===== src/rtl/fetch_pkg.sv =====
// Shared fetch-stage types and constants: FSM encoding, PC step and the
// opcode values also consumed by the controller.
package fetch_pkg;

  typedef enum logic {
    RUN    = 1'b0,
    HALTED = 1'b1
  } fetch_state_t;

  localparam int unsigned PC_INCR = 4;

  localparam logic [6:0] OPC_RTYPE = 7'b0110011;
  localparam logic [6:0] OPC_ITYPE = 7'b0010011;
  localparam logic [6:0] OPC_LW    = 7'b0000011;
  localparam logic [6:0] OPC_SW    = 7'b0100011;
  localparam logic [6:0] OPC_BR    = 7'b1100011;
  localparam logic [6:0] OPC_JAL   = 7'b1101111;
  localparam logic [6:0] OPC_JALR  = 7'b1100111;
  localparam logic [6:0] OPC_LUI   = 7'b0110111;

endpackage


===== src/rtl/fetch_buf.sv =====
// Small synchronous FIFO with flush; head is read combinationally from the
// storage registers. Writes to a full FIFO and reads from an empty one are ignored.
module fetch_buf #(
  parameter int DEPTH = 2,
  parameter int WIDTH = 64,
  localparam int CNT_W = $clog2(DEPTH + 1)
) (
  input  logic             clk,
  input  logic             rst_n,
  input  logic             flush,
  input  logic             wr_en,
  input  logic             rd_en,
  input  logic [WIDTH-1:0] wr_data,
  output logic [WIDTH-1:0] rd_data,
  output logic [CNT_W-1:0] count
);

  localparam int PTR_W = (DEPTH > 1) ? $clog2(DEPTH) : 1;

  logic [WIDTH-1:0] mem_q [DEPTH];
  logic [PTR_W-1:0] rd_ptr_q, rd_ptr_d, wr_ptr_q, wr_ptr_d;
  logic [CNT_W-1:0] count_q, count_d;
  logic             wr_ok, rd_ok;

  function automatic logic [PTR_W-1:0] ptr_inc(input logic [PTR_W-1:0] p);
    return (p == PTR_W'(DEPTH - 1)) ? '0 : p + PTR_W'(1);
  endfunction

  assign wr_ok   = wr_en && (count_q != CNT_W'(DEPTH));
  assign rd_ok   = rd_en && (count_q != '0);
  assign rd_data = mem_q[rd_ptr_q];
  assign count   = count_q;

  always_comb begin
    rd_ptr_d = rd_ptr_q;
    wr_ptr_d = wr_ptr_q;
    count_d  = count_q;
    if (flush) begin
      rd_ptr_d = '0;
      wr_ptr_d = '0;
      count_d  = '0;
    end else begin
      if (wr_ok) wr_ptr_d = ptr_inc(wr_ptr_q);
      if (rd_ok) rd_ptr_d = ptr_inc(rd_ptr_q);
      case ({wr_ok, rd_ok})
        2'b10:   count_d = count_q + CNT_W'(1);
        2'b01:   count_d = count_q - CNT_W'(1);
        default: count_d = count_q;
      endcase
    end
  end

  always_ff @(posedge clk or negedge rst_n) begin
    if (!rst_n) begin
      rd_ptr_q <= '0;
      wr_ptr_q <= '0;
      count_q  <= '0;
    end else begin
      rd_ptr_q <= rd_ptr_d;
      wr_ptr_q <= wr_ptr_d;
      count_q  <= count_d;
    end
  end

  // Payload storage carries no reset; validity comes from count_q.
  always_ff @(posedge clk) begin
    if (wr_ok && !flush) mem_q[wr_ptr_q] <= wr_data;
  end

endmodule


===== src/rtl/instr_fetch.sv =====
// Instruction-fetch stage: PC, memory request channel, instruction buffer and
// redirect/halt handling. Optional perf counters under `FETCH_PERF_CNT_EN.
module instr_fetch
  import fetch_pkg::*;
#(
  parameter int              XLEN      = 32,
  parameter logic [XLEN-1:0] RESET_PC  = '0,
  parameter int              BUF_DEPTH = 2
) (
  input  logic            clk,
  input  logic            rst_n,
  output logic            imem_req_valid,
  input  logic            imem_req_ready,
  output logic [XLEN-1:0] imem_req_addr,
  input  logic            imem_rsp_valid,
  input  logic [31:0]     imem_rsp_data,
  input  logic            redirect_valid,
  input  logic [XLEN-1:0] redirect_pc,
  input  logic            halt,
  output logic            id_valid,
  input  logic            id_ready,
  output logic [31:0]     id_instr,
  output logic [XLEN-1:0] id_pc,
  output logic [6:0]      id_opcode
`ifdef FETCH_PERF_CNT_EN
  ,
  output logic [31:0]     perf_fetched,
  output logic [31:0]     perf_stall
`endif
);

  localparam int CNT_W = $clog2(BUF_DEPTH + 1);

  fetch_state_t     state_q, state_d;
  logic [XLEN-1:0]  pc_q, pc_d;
  logic [CNT_W-1:0] discard_q, discard_d;
  logic [CNT_W-1:0] occ, outstanding;
  logic [CNT_W:0]   inflight;
  logic             req_fire, rsp_keep, pop;
  logic [XLEN-1:0]  rsp_pc;
  logic [XLEN+31:0] head;

  // Request valid is qualified by rst_n so the channel is idle while reset is held.
  assign inflight       = {1'b0, outstanding} + {1'b0, occ};
  assign imem_req_valid = rst_n && (state_q == RUN) && !redirect_valid &&
                          (inflight < (CNT_W + 1)'(BUF_DEPTH));
  assign imem_req_addr  = pc_q;
  assign req_fire       = imem_req_valid && imem_req_ready;

  assign id_valid  = (occ != '0);
  assign pop       = id_valid && id_ready && !redirect_valid;
  assign rsp_keep  = imem_rsp_valid && (discard_q == '0) && !redirect_valid;
  assign id_instr  = id_valid ? head[31:0] : '0;
  assign id_pc     = id_valid ? head[XLEN+31:32] : '0;
  assign id_opcode = id_instr[6:0];

  always_comb begin
    state_d   = state_q;
    pc_d      = pc_q;
    discard_d = discard_q;
    if (halt) state_d = HALTED;
    if (redirect_valid) begin
      // Every request still in flight after this cycle belongs to the old path.
      pc_d      = {redirect_pc[XLEN-1:2], 2'b00};
      discard_d = outstanding - CNT_W'(imem_rsp_valid);
    end else begin
      if (req_fire) pc_d = pc_q + XLEN'(PC_INCR);
      if (imem_rsp_valid && (discard_q != '0)) discard_d = discard_q - CNT_W'(1);
    end
  end

  always_ff @(posedge clk or negedge rst_n) begin
    if (!rst_n) begin
      state_q   <= RUN;
      pc_q      <= RESET_PC;
      discard_q <= '0;
    end else begin
      state_q   <= state_d;
      pc_q      <= pc_d;
      discard_q <= discard_d;
    end
  end

  // Issued addresses in order; its fill level is the outstanding-request count.
  fetch_buf #(.DEPTH(BUF_DEPTH), .WIDTH(XLEN)) u_addr_fifo (
    .clk     (clk),
    .rst_n   (rst_n),
    .flush   (1'b0),
    .wr_en   (req_fire),
    .rd_en   (imem_rsp_valid),
    .wr_data (pc_q),
    .rd_data (rsp_pc),
    .count   (outstanding)
  );

  fetch_buf #(.DEPTH(BUF_DEPTH), .WIDTH(XLEN + 32)) u_ibuf (
    .clk     (clk),
    .rst_n   (rst_n),
    .flush   (redirect_valid),
    .wr_en   (rsp_keep),
    .rd_en   (pop),
    .wr_data ({rsp_pc, imem_rsp_data}),
    .rd_data (head),
    .count   (occ)
  );

`ifdef FETCH_PERF_CNT_EN
  logic [31:0] perf_fetched_q, perf_fetched_d, perf_stall_q, perf_stall_d;

  always_comb begin
    perf_fetched_d = perf_fetched_q + 32'(id_valid && id_ready);
    perf_stall_d   = perf_stall_q + 32'((state_q == RUN) && id_ready && !id_valid);
  end

  always_ff @(posedge clk or negedge rst_n) begin
    if (!rst_n) begin
      perf_fetched_q <= '0;
      perf_stall_q   <= '0;
    end else begin
      perf_fetched_q <= perf_fetched_d;
      perf_stall_q   <= perf_stall_d;
    end
  end

  assign perf_fetched = perf_fetched_q;
  assign perf_stall   = perf_stall_q;
`endif

endmodule


===== config.mk =====
export PLATFORM = sky130hd
export DESIGN_NAME = instr_fetch
export DESIGN_NICKNAME = d
export VERILOG_FILES = /design/src/rtl/fetch_pkg.sv /design/src/rtl/fetch_buf.sv /design/src/rtl/instr_fetch.sv
export SDC_FILE = /design/constraint.sdc
export NUM_CORES = 1
export LEC_CHECK = 0
export ABC_AREA = 1
export CAP_MARGIN = 20
export CORE_MARGIN = 4
export CORE_UTILIZATION = 40
export DETAILED_ROUTE_END_ITERATION = 7
export PLACE_DENSITY_LB_ADDON = 0.1
export SYNTH_ARGS = -nofsm -noshare
export SYNTH_HDL_FRONTEND = slang
export SYNTH_SLANG_ARGS = --single-unit

===== constraint.sdc =====
create_clock -name clk -period 4.3 [get_ports clk]
set_clock_uncertainty 0.2 [all_clocks]
set_input_delay 0.86 -clock clk [delete_from_list [all_inputs] [get_ports clk]]
set_output_delay 0.86 -clock clk [all_outputs]
set_load 0.03 [all_outputs]

==> flow_summary.ini, run 1 <==
[final_layout]
drive_gt1_frac = 0.0821
synthToLayoutAreaGrowth_pct = 28.8
n_antenna_cell = 0
fin_cells = 1469
nNetsFinal = 1204
utilization = 0.523
fill_cells = 2181
final_area_mm2 = 0.0127

[power_and_ir_drop]
p_int_mw = 4.71
combPwrFrac = 0.322
switching_share = 0.336
power.total_mw = 7.10
p_sw_mw = 2.39
irDropWorstVdd_mv = 0.320
power_frac_seq = 0.386
power_frac_clock = 0.292
p_leak_nw = 4.82
pwr_density_cell_mw_per_mm2 = 560

[drt]
routed_wl_um = 23000
vias = 6997
antenna_left = 0
vias_per_cell = 4.76
dr.pass1.iters = 5
dr.first_iter.drc_count = 468
routedWlPerCell_um = 15.6
drc_errors = 0

[sta]
finalHoldViolCount = 0
fin_crit_sh = 0.848
worst_slack_ps = 656
grt_setup_unrepaired = false
whs_ps = 283
finalSetupViolCount = 0
max_freq_mhz = 274
finalWorstPathRequiredPeriod_ps = 3640
tightest_slew_ps = 985
maxSlewViolCount = 0
maxSlewHeadroom = 0.342
finalSetupTns_ps = 0

[floorplanning]
ioPinCount = 176
fp.dieW_um = 165
die-area_mm2 = 0.0272
die_h_um = 165
coreArea_mm2 = 0.0242
rows = 57
initial_core_util = 0.406

[clock_network]
hold_buffers = 0
cts_resized = 0
cts_tree = yes
insertion_delay_ps = 510
cts_root_buf = clkbuf_16
post_cts_buffers = 0
cts_num_sinks = 225
cts_buffers = 24
h-tree-depth = 1
clk_pin_slew_ps = 60
clk_path_buf_depth = 3

[worst_setup_path]
cp_cell_sequence = nor2_4 > buf_12 > a21oi_1 > clkdlybuf4s50_1
cp-start-kind = flip-flop
path_class = flip-flop to primary output
crit_path_end_kind = primary output
arrival_ps = 2580
required_ps = 3240
slowest_delay_ps = 610
cpMaxStageDelayCell = nor2_4
critPathMaxFanout = 30

[synthesis]
synth_edf_count = 184
synth_top_area_share = 0.561
synthCells = 965
synth_top_cell_by_area = edfxtp_1
ys_top_cells_by_count = nand2_1 (362), edfxtp_1 (184), nor2_1 (82)
syn_area_mm2 = 0.00985
synth.yosys.seq_area_share = 0.665
synth_area_leaders = edfxtp_1 (56%), nand2_1 (14%), dfrtp_1 (10%), a21oi_1 (3.9%), nor2_1 (3.1%)
yosys_most_used_dff = edfxtp_1
synth_cell_types = 37
synth_most_common_cell = nand2_1
ys_warn_count = 0
synth_area_per_cell_um2 = 10.2
synth-seq-cells = 225
async_flop_share = 0.182

[placed_design]
dp_cells = 1426
dpl_cell_area_mm2 = 0.0119
place.gp.congestion = 0.858
port_buffers = 169
post-place-ws_ps = 896
dp.final_hpwl_um = 14800

[global_route]
use_met1 = 0.237
grt_pass1_vias = 6565
grtUsageTotal = 0.168
grt.busiest_layer = met2
grtUsageMet3 = 0.0285
grt_pass1_wl_um = 36000
antenna_found_initial = 0
grt_overflow = 0
grt_use_met2 = 0.272
grt_max_degree = 64

[outcome]
status = finished clean

[run]
cap_violations = 0

[hold_path]
min_path_type = flip-flop to flip-flop
per-layer routing:
metal / vias up / routed length [um]
li1: 3527 / -
met1: 3237 / 10600
met2: 211 / 10600
met3: 22 / 1410
met4: 0 / 374
met5: - / 0
layout make-up:
type | instances | area, um^2 | share of cell area
timing repair buffer | 183 | 1840 | 0.145
clock buffer | 28 | 637 | 0.0502
clock inverter | 15 | 170 | 0.0134
multi-input combinational | 645 | 2900 | 0.228
sequential | 225 | 6550 | 0.517
tap | 324 | 405 | 0.0320
inverter | 49 | 184 | 0.0145
flip-flops by register name (all words and copies together) (netlist names):
signal                cells
u_addr_fifo.count         2
state_q                   1
u_addr_fifo.mem_q        60
discard_q                 2
imem_req_addr            30
u_addr_fifo.wr_ptr_q      1
u_addr_fifo.rd_ptr_q      1
u_ibuf.wr_ptr_q           1
u_ibuf.rd_ptr_q           1
u_ibuf.count              2
u_ibuf.mem_q            124
cells by family (layout without fill, tap and decap cells):
| family | after synthesis | in the layout | share of synthesized area |
|---|---|---|---|
| AND/OR/NAND/NOR | 517 | 517 | 0.214 |
| adder cells (fa/ha/maj) | 5 | 5 | 0.00712 |
| flip-flops | 225 | 225 | 0.665 |
| other | 1 | 4 | 0.000381 |
| AO/OA/AOI/OAI | 111 | 111 | 0.0611 |
| XOR/XNOR | 8 | 8 | 0.00712 |
| buffers and inverters | 98 | 275 | 0.0446 |
worst paths after layout:
| path | to | from | cells past startpoint | slack (ps) |
|---|---|---|---|---|
| setup reg to reg | u_addr_fifo.mem_q[1][29] | u_addr_fifo.count[0] | 9 | 1360 |
| min in group asynchronous | imem_req_addr[26] | rst_n | 2 | 300 |
| setup / recovery | id_opcode[0] | u_ibuf.count[1] | 4 | 660 |
| max in group asynchronous | u_ibuf.rd_ptr_q | rst_n | 2 | 3190 |
| hold reg to reg | state_q | state_q | 1 | 280 |
| hold / removal | state_q | state_q | 1 | 280 |
cell usage in the layout, fill, tap and decap left out, types with 5 or more instances in the layout:
master,instances
inv_1,44
inv_2,5
xor2_1,5
clkbuf_16,25
clkinv_1,6
o21ai_0,18
a21oi_1,76
nand2_1,362
clkdlybuf4s50_1,168
nand3_1,32
nor2_2,20
nor3_1,6
buf_4,10
dfrtp_1,40
nor2_1,77
nand3b_1,5
edfxtp_1,184
critical path, delay by kind of cell (launching register included):
kind,cells,cell delay [ps]
flops,1,480
compound gates,1,90
buf+inv,2,870
simple gates,1,610
power by group through the flow:
stage / Clock [mW] / Sequential [mW] / Combinational [mW]
6_report: 2.08 / 2.74 / 2.29
5_1_grt: 2.22 / 2.76 / 2.50
4_1_cts: 2.13 / 2.74 / 2.32
3_5_place_dp: 0 / 2.79 / 2.32
3_3_place_gp: 0 / 2.78 / 2.30
2_1_floorplan: 0 / 2.80 / 1.35
No activity file was read; power rests on OpenSTA's default activity.
==> run 2: changes to the inputs <==
==> constraint.sdc (replaced) <==
create_clock -name clk -period 3.6 [get_ports clk]
set_clock_uncertainty 0.2 [all_clocks]
set_input_delay 0.72 -clock clk [delete_from_list [all_inputs] [get_ports clk]]
set_output_delay 0.72 -clock clk [all_outputs]
set_load 0.03 [all_outputs]
==> run 2 against run 1 <==
Total power rose by 19%; die area unchanged; non-clock buffer count grew 2; setup slack worse by 370 ps; sequential share of layout area fell by 0.18 points; critical path depth grew 1.
==> flow_summary.ini, run 2 (synthesis results as in run 1) <==
[sta]
finalSetupViolCount = 0
finalWorstPathRequiredPeriod_ps = 3320
tightest_slew_ps = 749
fin_crit_sh = 0.921
maxSlewViolCount = 0
maxSlewHeadroom = 0.500
grt_setup_unrepaired = false
max_freq_mhz = 301
finalHoldViolCount = 0
finalSetupTns_ps = 0

[placed_design]
place.gp.congestion = 0.833
dpl_cell_area_mm2 = 0.0119
port_buffers = 169
dp.final_hpwl_um = 15400

[clock_network]
cts_buffers = 25
cts_root_buf = clkbuf_16
cts_num_sinks = 225
cts_resized = 0
post_cts_buffers = 0
cts_tree = yes
clk_pin_slew_ps = 60
insertion_delay_ps = 500
clk_path_buf_depth = 3
h-tree-depth = 1
hold_buffers = 0

[floorplanning]
coreArea_mm2 = 0.0242
die_h_um = 165
ioPinCount = 176
rows = 57
die-area_mm2 = 0.0272
initial_core_util = 0.406
fp.dieW_um = 165

[worst_setup_path]
r2r-start = u_addr_fifo.count[0]
path_class = flip-flop to primary output
cp_cell_sequence = inv_2 > buf_12 > nand2_1 > a21oi_1 > clkdlybuf4s50_1
cp-start-kind = flip-flop
arrival_ps = 2400
crit_path_end_kind = primary output
slowest_delay_ps = 710
critPathMaxFanout = 26
crit_start = u_ibuf.rd_ptr_q
required_ps = 2680
cpMaxStageDelayCell = clkdlybuf4s50_1

[final_layout]
largest_reg_flops = 124
max_flop_register = u_ibuf.mem_q
drive_gt1_frac = 0.0853
final_area_mm2 = 0.0127
n_antenna_cell = 0
synthToLayoutAreaGrowth_pct = 29.3
final_common_cell = nand2_1
mostFrequentLayoutCells = nand2_1 (362), edfxtp_1 (184), clkdlybuf4s50_1 (167), nor2_1 (77), a21oi_1 (76)
nNetsFinal = 1207

[global_route]
grt_pass1_vias = 6844
grt_pass1_wl_um = 36500
grt_max_degree = 64
antenna_found_initial = 0
grtUsageTotal = 0.171
grt_overflow = 0

[power_and_ir_drop]
power_frac_seq = 0.389
p_leak_nw = 4.84
pwr_density_cell_mw_per_mm2 = 662
switching_share = 0.342
power.total_mw = 8.42
p_int_mw = 5.55
combPwrFrac = 0.328
power_frac_clock = 0.283
p_sw_mw = 2.88
irDropWorstVdd_mv = 0.343

[hold_path]
min_path_type = input pin to asynchronous set/reset pin

[drt]
drc_errors = 0
dr.first_iter.drc_count = 358
routed_wl_um = 23400
dr.pass1.iters = 4
vias = 7082
routedWlPerCell_um = 15.9
antenna_left = 0
vias_per_cell = 4.81

[outcome]
status = finished clean

[run]
cap_violations = 0
==> run 2: cell type report <==
type,instances,area [um^2]
Clock buffer,31,658
Clock inverter,14,119
Fill cell,2193,11500
Inverter,49,184
Multi-Input combinational cell,645,2900
Sequential cell,225,6550
Tap cell,324,405
Timing Repair Buffer,185,1920
==> run 2: final timing paths <==
path	to	slack (ps)	cells after the start
hold / removal	imem_req_addr[28]	150	2
setup / recovery	id_opcode[0]	280	5
min in group clk	state_q	280	1
hold reg to reg	state_q	280	1
setup reg to reg	imem_req_addr[22]	880	11
max in group asynchronous	u_ibuf.rd_ptr_q	2610	2
==> run 2: routing by layer <==
metal	share of wire	vias up	routed length (um)	track usage
li1	-	3536	-	-
met3	0.071	34	1660	0.0337
met5	0	-	0	0
met1	0.44	3316	10300	0.228
met2	0.47	196	11000	0.290
met4	0.021	0	495	0.0412
==> run 2: power groups by stage <==
stage | logic, mW | clock network, mW | registers, mW
global route | 3.02 | 2.57 | 3.30
CTS | 2.78 | 2.46 | 3.28
global placement | 2.75 | 0 | 3.32
detailed placement | 2.77 | 0 | 3.33
finish | 2.77 | 2.38 | 3.27
floorplan | 1.61 | 0 | 3.35
==> run 2: per-stage QoR <==
step	setup WS [ps]	cells	hold WS, ps	util
after floorplan	123	968	224	-
after global placement	520	1427	265	0.492
after detailed placement	491	1427	270	0.492
after CTS	96.3	1472	182	0.524
after global routing	108	1473	201	0.525
final	283	1473	153	0.525
==> run 2: worst max-delay path: cells and delay by family (launching register included) <==
family | cells | cell delay (ps)
buffers and inverters | 3 | 1210
DFF | 1 | 410
and+or+nand+nor | 1 | 70
AOI/OAI and AO/OA | 1 | 190
